--- src/rtl/trans_phase_drive.sv ---
// Phase-shifted square-wave drive for an NCH-channel transducer array with a double-buffered phase table.
// Latency: trans and period_start are registered, one cycle after the base count they represent.
// No backpressure: writes are accepted or flagged every cycle, and a commit waits for the period boundary.
module trans_phase_drive #(
  parameter int PERIOD = 1250,
  parameter int DUTY   = 625,
  parameter int NCH    = 49
) (
  input  logic           CLK,
  input  logic           RST,
  input  logic           wr_en,
  input  logic [5:0]     wr_addr,
  input  logic [10:0]    wr_phase,
  input  logic           wr_ch_en,
  input  logic           commit,
  output logic           commit_pend,
  output logic           wr_err,
  output logic           period_start,
  output logic [NCH-1:0] trans
);

  localparam logic [10:0] LAST     = 11'(PERIOD - 1);
  localparam logic [11:0] PERIOD_W = 12'(PERIOD);
  localparam logic [11:0] DUTY_W   = 12'(DUTY);
  localparam logic [6:0]  NCH_W    = 7'(NCH);

  logic [10:0]    base_q, base_d;
  logic [10:0]    sh_phase_q  [NCH];
  logic [NCH-1:0] sh_en_q;
  logic [10:0]    act_phase_q [NCH];
  logic [NCH-1:0] act_en_q;
  logic           commit_pend_q, commit_pend_d;
  logic           wr_err_q;
  logic           period_start_q;
  logic [NCH-1:0] trans_q, trans_d;
  logic           wr_ok;
  logic           xfer;
  logic [11:0]    rel;

  // Next base count, write acceptance, and boundary transfer decision.
  always_comb begin
    base_d = (base_q == LAST) ? 11'd0 : base_q + 11'd1;
    wr_ok  = wr_en && ({1'b0, wr_addr} < NCH_W) && ({1'b0, wr_phase} < PERIOD_W);
    // A commit arriving in the last cycle still catches this boundary.
    xfer   = (base_q == LAST) && (commit_pend_q || commit);
    if (xfer) begin
      commit_pend_d = 1'b0;
    end else if (commit) begin
      commit_pend_d = 1'b1;
    end else begin
      commit_pend_d = commit_pend_q;
    end
  end

  // Per-channel position within its own shifted period, compared against the duty window.
  always_comb begin
    trans_d = '0;
    rel     = '0;
    for (int i = 0; i < NCH; i++) begin
      if (base_q >= act_phase_q[i]) begin
        rel = {1'b0, base_q} - {1'b0, act_phase_q[i]};
      end else begin
        rel = {1'b0, base_q} + PERIOD_W - {1'b0, act_phase_q[i]};
      end
      trans_d[i] = act_en_q[i] && (rel < DUTY_W);
    end
  end

  // Base counter, commit bookkeeping and registered outputs.
  always_ff @(posedge CLK) begin
    if (RST) begin
      base_q         <= '0;
      commit_pend_q  <= 1'b0;
      wr_err_q       <= 1'b0;
      period_start_q <= 1'b0;
      trans_q        <= '0;
    end else begin
      base_q         <= base_d;
      commit_pend_q  <= commit_pend_d;
      wr_err_q       <= wr_en && !wr_ok;
      period_start_q <= (base_q == 11'd0);
      trans_q        <= trans_d;
    end
  end

  // Shadow table: host-side staging, written one entry per cycle.
  always_ff @(posedge CLK) begin
    if (RST) begin
      for (int i = 0; i < NCH; i++) begin
        sh_phase_q[i] <= '0;
      end
      sh_en_q <= '0;
    end else if (wr_ok) begin
      for (int i = 0; i < NCH; i++) begin
        if (wr_addr == 6'(i)) begin
          sh_phase_q[i] <= wr_phase;
          sh_en_q[i]    <= wr_ch_en;
        end
      end
    end
  end

  // Active table: only reloaded at the period boundary so waveforms are never cut short.
  // A same-cycle shadow write is not seen here because the copy uses the registered shadow.
  always_ff @(posedge CLK) begin
    if (RST) begin
      for (int i = 0; i < NCH; i++) begin
        act_phase_q[i] <= '0;
      end
      act_en_q <= '0;
    end else if (xfer) begin
      act_phase_q <= sh_phase_q;
      act_en_q    <= sh_en_q;
    end
  end

  assign commit_pend  = commit_pend_q;
  assign wr_err       = wr_err_q;
  assign period_start = period_start_q;
  assign trans        = trans_q;

endmodule

--- config.mk ---
export PLATFORM = sky130hd
export DESIGN_NAME = trans_phase_drive
export DESIGN_NICKNAME = d
export VERILOG_FILES = /design/src/rtl/trans_phase_drive.sv
export SDC_FILE = /design/constraint.sdc
export NUM_CORES = 2
export LEC_CHECK = 0
export ABC_CLOCK_PERIOD_IN_PS = 15800
export BUFFER_PORTS_ARGS = -buffer_cell sky130_fd_sc_hd__buf_2
export CORE_AREA = 5 5 444 621
export DETAILED_ROUTE_END_ITERATION = 12
export DIE_AREA = 0 0 449 626
export HOLD_SLACK_MARGIN = 0.02
export PLACE_DENSITY = 0.51
export SLEW_MARGIN = 20
export SYNTH_ARGS = -nofsm -noshare
export SYNTH_HDL_FRONTEND = slang
export SYNTH_SLANG_ARGS = --single-unit
--- constraint.sdc ---
create_clock -name CLK -period 15.8 [get_ports CLK]
set_input_delay 1.58 -clock CLK [delete_from_list [all_inputs] [get_ports CLK]]
set_output_delay 1.58 -clock CLK [all_outputs]
set_load 0.01 [all_outputs]
==> reports/results.txt <==
The run finished with clean final reports. For this design the top-level I/O count stands at 74. After synthesis, the largest area contributor takes up 26.4% of total cell area. The clock latency on the worst-skew pair is 860 ps, and the vias per cell is 5.59. Ranked by total cell area, the synthesized netlist is headed by sky130_fd_sc_hd__dfxtp_1, sky130_fd_sc_hd__ha_1, sky130_fd_sc_hd__nand2_1.

Setup repair after global routing left no endpoint under its margin. The area added between synthesis and finish works out to 9.59%. In this run, post-CTS repair resized a total of 0 instances.

For this run, asynchronously set or reset flops after synthesis account for 0%. For the highest attainable clock frequency, the log shows 0.177 GHz. The worst hold path belongs to the class register to register. Clock-pin slew was measured on the worst setup and hold paths at 60 ps. The worst hold path begins at sh_phase_q[84]$_SDFFE_PP0P_. Setup violations remaining at the end of the flow were counted as 0. The worst path uses 35.7% of the clock period. In the final layout, the multi-input gates occupy 64700 sq um.

The worst-case vdd ir drop was 0.0000807 V; the maximum number of pins on one net before global-route repair was 190. On the critical path, the stage with the largest delay is an instance of sky130_fd_sc_hd__buf_4. After routing, the total negative slack on setup checks comes to 0 ps.

At the worst endpoint, the required time is 16510 ps. Wires add up to 330 mm. Transition time at the pin with the least slew margin: 1190 ps. STA classifies the critical path startpoint as a register. The wire-length estimate of the detail-placed layout is 213 mm. Of the total power, the share spent switching nets is 28.2%. Critical setup path kind: register to register. The tools report the root cell of the clock tree as sky130_fd_sc_hd__clkbuf_16. For the detailed-router iteration count before antenna repair, the log shows 8. The endpoint identified for the worst register-to-register timing path is trans[21]$_SDFF_PP0_.

The most common cell in the synthesized netlist is sky130_fd_sc_hd__nand2_1. The die height came out at 626 um. Summing all non-filler instances in the final layout gives an area of 103000 sq um. The internal power summed over all cells is 5.73 mW, and the final-stage net count is 13200. sky130_fd_sc_hd__dfxtp_1 takes more of the synthesized area than any other cell.

For the area of the die, the log shows 281000 sq um. Areal power density over the cells: 77.5 nW/um^2. The worst setup path is captured at a register. The number of antenna violations at the first check in global routing was 13; the largest fanout of any net on the critical path was 25.

The logs give 10160 ps for the setup slack of the most critical reg-to-reg path and 87500 for the vias after detailed routing. The number of max-cap violations is 0. The floorplan step set the die width to 449 um. Buffers inserted to repair hold after CTS numbered 0.

The placement-stage cell area was 97800 sq um; the average wire per cell in the routed design was 21.1 um. In this run the standard cell core region covers 270000 sq um. Portion of total power attributed to sequential cells: 39.3%. TritonCTS built the clock tree. Counting every instance in the synthesized netlist gives 12100. For this run, the number of Yosys warnings is 0. Fraction of final layout cells sized beyond drive strength 1: 5.64%. The cell area that synthesis handed to floorplanning was 93900 sq um. For the net switching power, the log shows 2.24 mW. The share of power burned in the clock network came out at 45.7%. In this run the mean area of a mapped cell was 7.75 sq um.

The number of remaining DRC errors was 0. The signal on the critical path passes through buf_4 > buf_4 > xnor2_2 > buf_4 > buf_4 > ha_1 > o211ai_1 > nand2_1 > and4_1 > a2111oi_0 > o21ai_0 > xnor2_1 > a211oi_1. The tools report the violation count after the first detailed-route iteration as 5645. For this design, the sink count on the clock tree is 1239. The run gives 24800 sq um as the area used by sequential logic in the layout. The most used flip-flop cell after synthesis is sky130_fd_sc_hd__dfxtp_1. The initial utilization of the core area, before any placement, comes to 34.8%.

Summing the sequential cell areas from Yosys gives 26.4% of the chip area. In this run the critical register-to-register path is launched from base_q[4]$_SDFF_PP0_. Counting distinct cell types in the post-synthesis netlist gives 101. The count of nets left with antenna violations once routing finished came out at 0. The number of max-slew violations in the final report was 0. The share of total power dissipated in combinational logic is 15.0%.

The worst register-to-register path has a depth of 13. The logs give 0 for the final hold violation count and 0 for the final global-route overflow total. The wire length of the first global-routing pass is 496 mm, and the count of input and output buffers is 73.

The post-synthesis net count was 13300; the worst-case headroom to the max-slew limit was 20.3%. Counting along the longest clock path gives a buffer depth of 4. The total global routing track utilization was 22.4%; the buffering stage count on the worst path with inverters included was 4. Counting instances, the worst hold path has a depth of 2. The commonest cells after synthesis are sky130_fd_sc_hd__nand2_1, sky130_fd_sc_hd__a21oi_1, sky130_fd_sc_hd__dfxtp_1, sky130_fd_sc_hd__ha_1, sky130_fd_sc_hd__nor2_1.

For this design the static power due to leakage is 39.2 nW. The run gives 6350 ps as the worst path arrival time. For the final RePlAce weighted congestion, the log shows 0.853. The number of setup buffers added after CTS is 0.

The highest cell delay on the worst timing path is 830 ps, and the number of placement rows is 226. For the finished layout, the period the worst path requires is 5640 ps. The number of enable flip-flop cells after synthesis was 0. In this design, the critical path's most frequently occurring cell is sky130_fd_sc_hd__buf_4. The flip-flop and latch count after synthesis was 1239; the via count of the first global-routing pass was 85000. The number of levels in the clock H-tree came out at 4. On the final layout, the worst clock skew is 75.6 ps. The number of clock buffers added by TritonCTS is 151. The worst hold path terminates at act_phase_q[84]$_SDFFE_PP0P_. For the number of inserted filler cells in the final layout, the log shows 28000. Top cell family by delay on the critical path: buffers and inverters.
[layout by cell type, fill, tap and decap left out, drive strengths merged, types with 42 or more instances in the layout]
cell / instances
a2111oi: 60
nor2b: 212
and3: 66
a21oi: 1371
o21bai: 48
a31oi: 106
inv: 689
xor2: 157
clkbuf: 204
nand2: 1839
nand3: 299
nand2b: 179
o21a: 191
mux2i: 417
a21o: 174
xnor2: 376
mux2: 45
ha: 1033
o21ai: 665
fa: 98
nor3: 235
nor2: 980
o2111ai: 57
a21boi: 53
o211ai: 60
buf: 194
or2: 68
dfxtp: 1239
nand4: 70
nand3b: 42
o31a: 42
a211oi: 91
nor3b: 48
o31ai: 68
[metrics by stage]
stage	cells	worst slack (ps)	total power [mW]	utilization [%]	hold WS [ps]
after floorplan	12100	4850	4.06	-	419
after global placement	15400	10320	4.36	36.3	433
after detailed placement	15400	10180	4.39	36.3	440
after CTS	15700	10200	8.06	38.1	384
after global routing	15700	9870	8.29	38.1	419
final	15700	10160	7.97	38.1	396
[flip-flops by register name (all words and copies together), names as in the netlist]
signal and flops:
period_start 1, sh_en_q 49, base_q 11, trans 49, sh_phase_q 539, act_en_q 49
act_phase_q 539, wr_err 1, commit_pend 1
[worst min-delay path, stage by stage (launching register included)]
cell and delay, ps:
sky130_fd_sc_hd__dfxtp_1 310, sky130_fd_sc_hd__nand2_1 50, sky130_fd_sc_hd__a21oi_1 50
[layout make-up]
type | instances | area share, %
multi-input cells | 9748 | 62.9
flip-flops and latches | 1239 | 24.1
well taps | 3534 | 4.30
clock inverters | 60 | 0.739
clock buffers | 204 | 4.16
inverters | 678 | 2.49
repair buffers | 194 | 1.30
diodes | 1 | 0.00243
[cells by family after synthesis]
| group | share of synthesized area [%] |
|---|---|
| AOI/OAI and AO/OA | 22.2 |
| xor gates and xnor gates | 4.97 |
| adders and majority gates | 15.9 |
| buffers and inverters | 4.89 |
| DFF | 26.4 |
| muxes | 4.99 |
| and+or+nand+nor | 20.7 |
[routing by layer]
metal | up-vias | track usage, % | part of all wire [%]
li1 | 42700 | - | -
met1 | 42100 | 26.3 | 42
met2 | 2011 | 40.9 | 49
met3 | 694 | 2.37 | 4.2
met4 | 0 | 9.88 | 4.9
met5 | - | 0 | 0
[power groups by stage]
stage | sequential (mW) | clock (mW) | combinational [mW]
2_1_floorplan | 3.21 | 0 | 0.852
3_3_place_gp | 3.20 | 0 | 1.16
3_5_place_dp | 3.20 | 0 | 1.18
4_1_cts | 3.13 | 3.74 | 1.19
5_1_grt | 3.13 | 3.85 | 1.31
6_report | 3.13 | 3.64 | 1.20
[worst max path at each step]
| stage | to | cells after the start | slack, ps | start |
|---|---|---|---|---|
| 2_1_floorplan | trans[28]$_SDFF_PP0_ | 11 | 4850 | base_q[1]$_SDFF_PP0_ |
| 5_1_grt | act_phase_q[112]$_SDFFE_PP0P_ | 12 | 9870 | base_q[1]$_SDFF_PP0_ |
| 4_1_cts | act_phase_q[112]$_SDFFE_PP0P_ | 12 | 10200 | base_q[1]$_SDFF_PP0_ |
| 6_report | trans[21]$_SDFF_PP0_ | 13 | 10160 | base_q[4]$_SDFF_PP0_ |
| 3_5_place_dp | act_phase_q[229]$_SDFFE_PP0P_ | 12 | 10180 | base_q[1]$_SDFF_PP0_ |
| 3_3_place_gp | trans[37]$_SDFF_PP0_ | 13 | 10320 | base_q[1]$_SDFF_PP0_ |
Power figures use the tool's default switching activity.
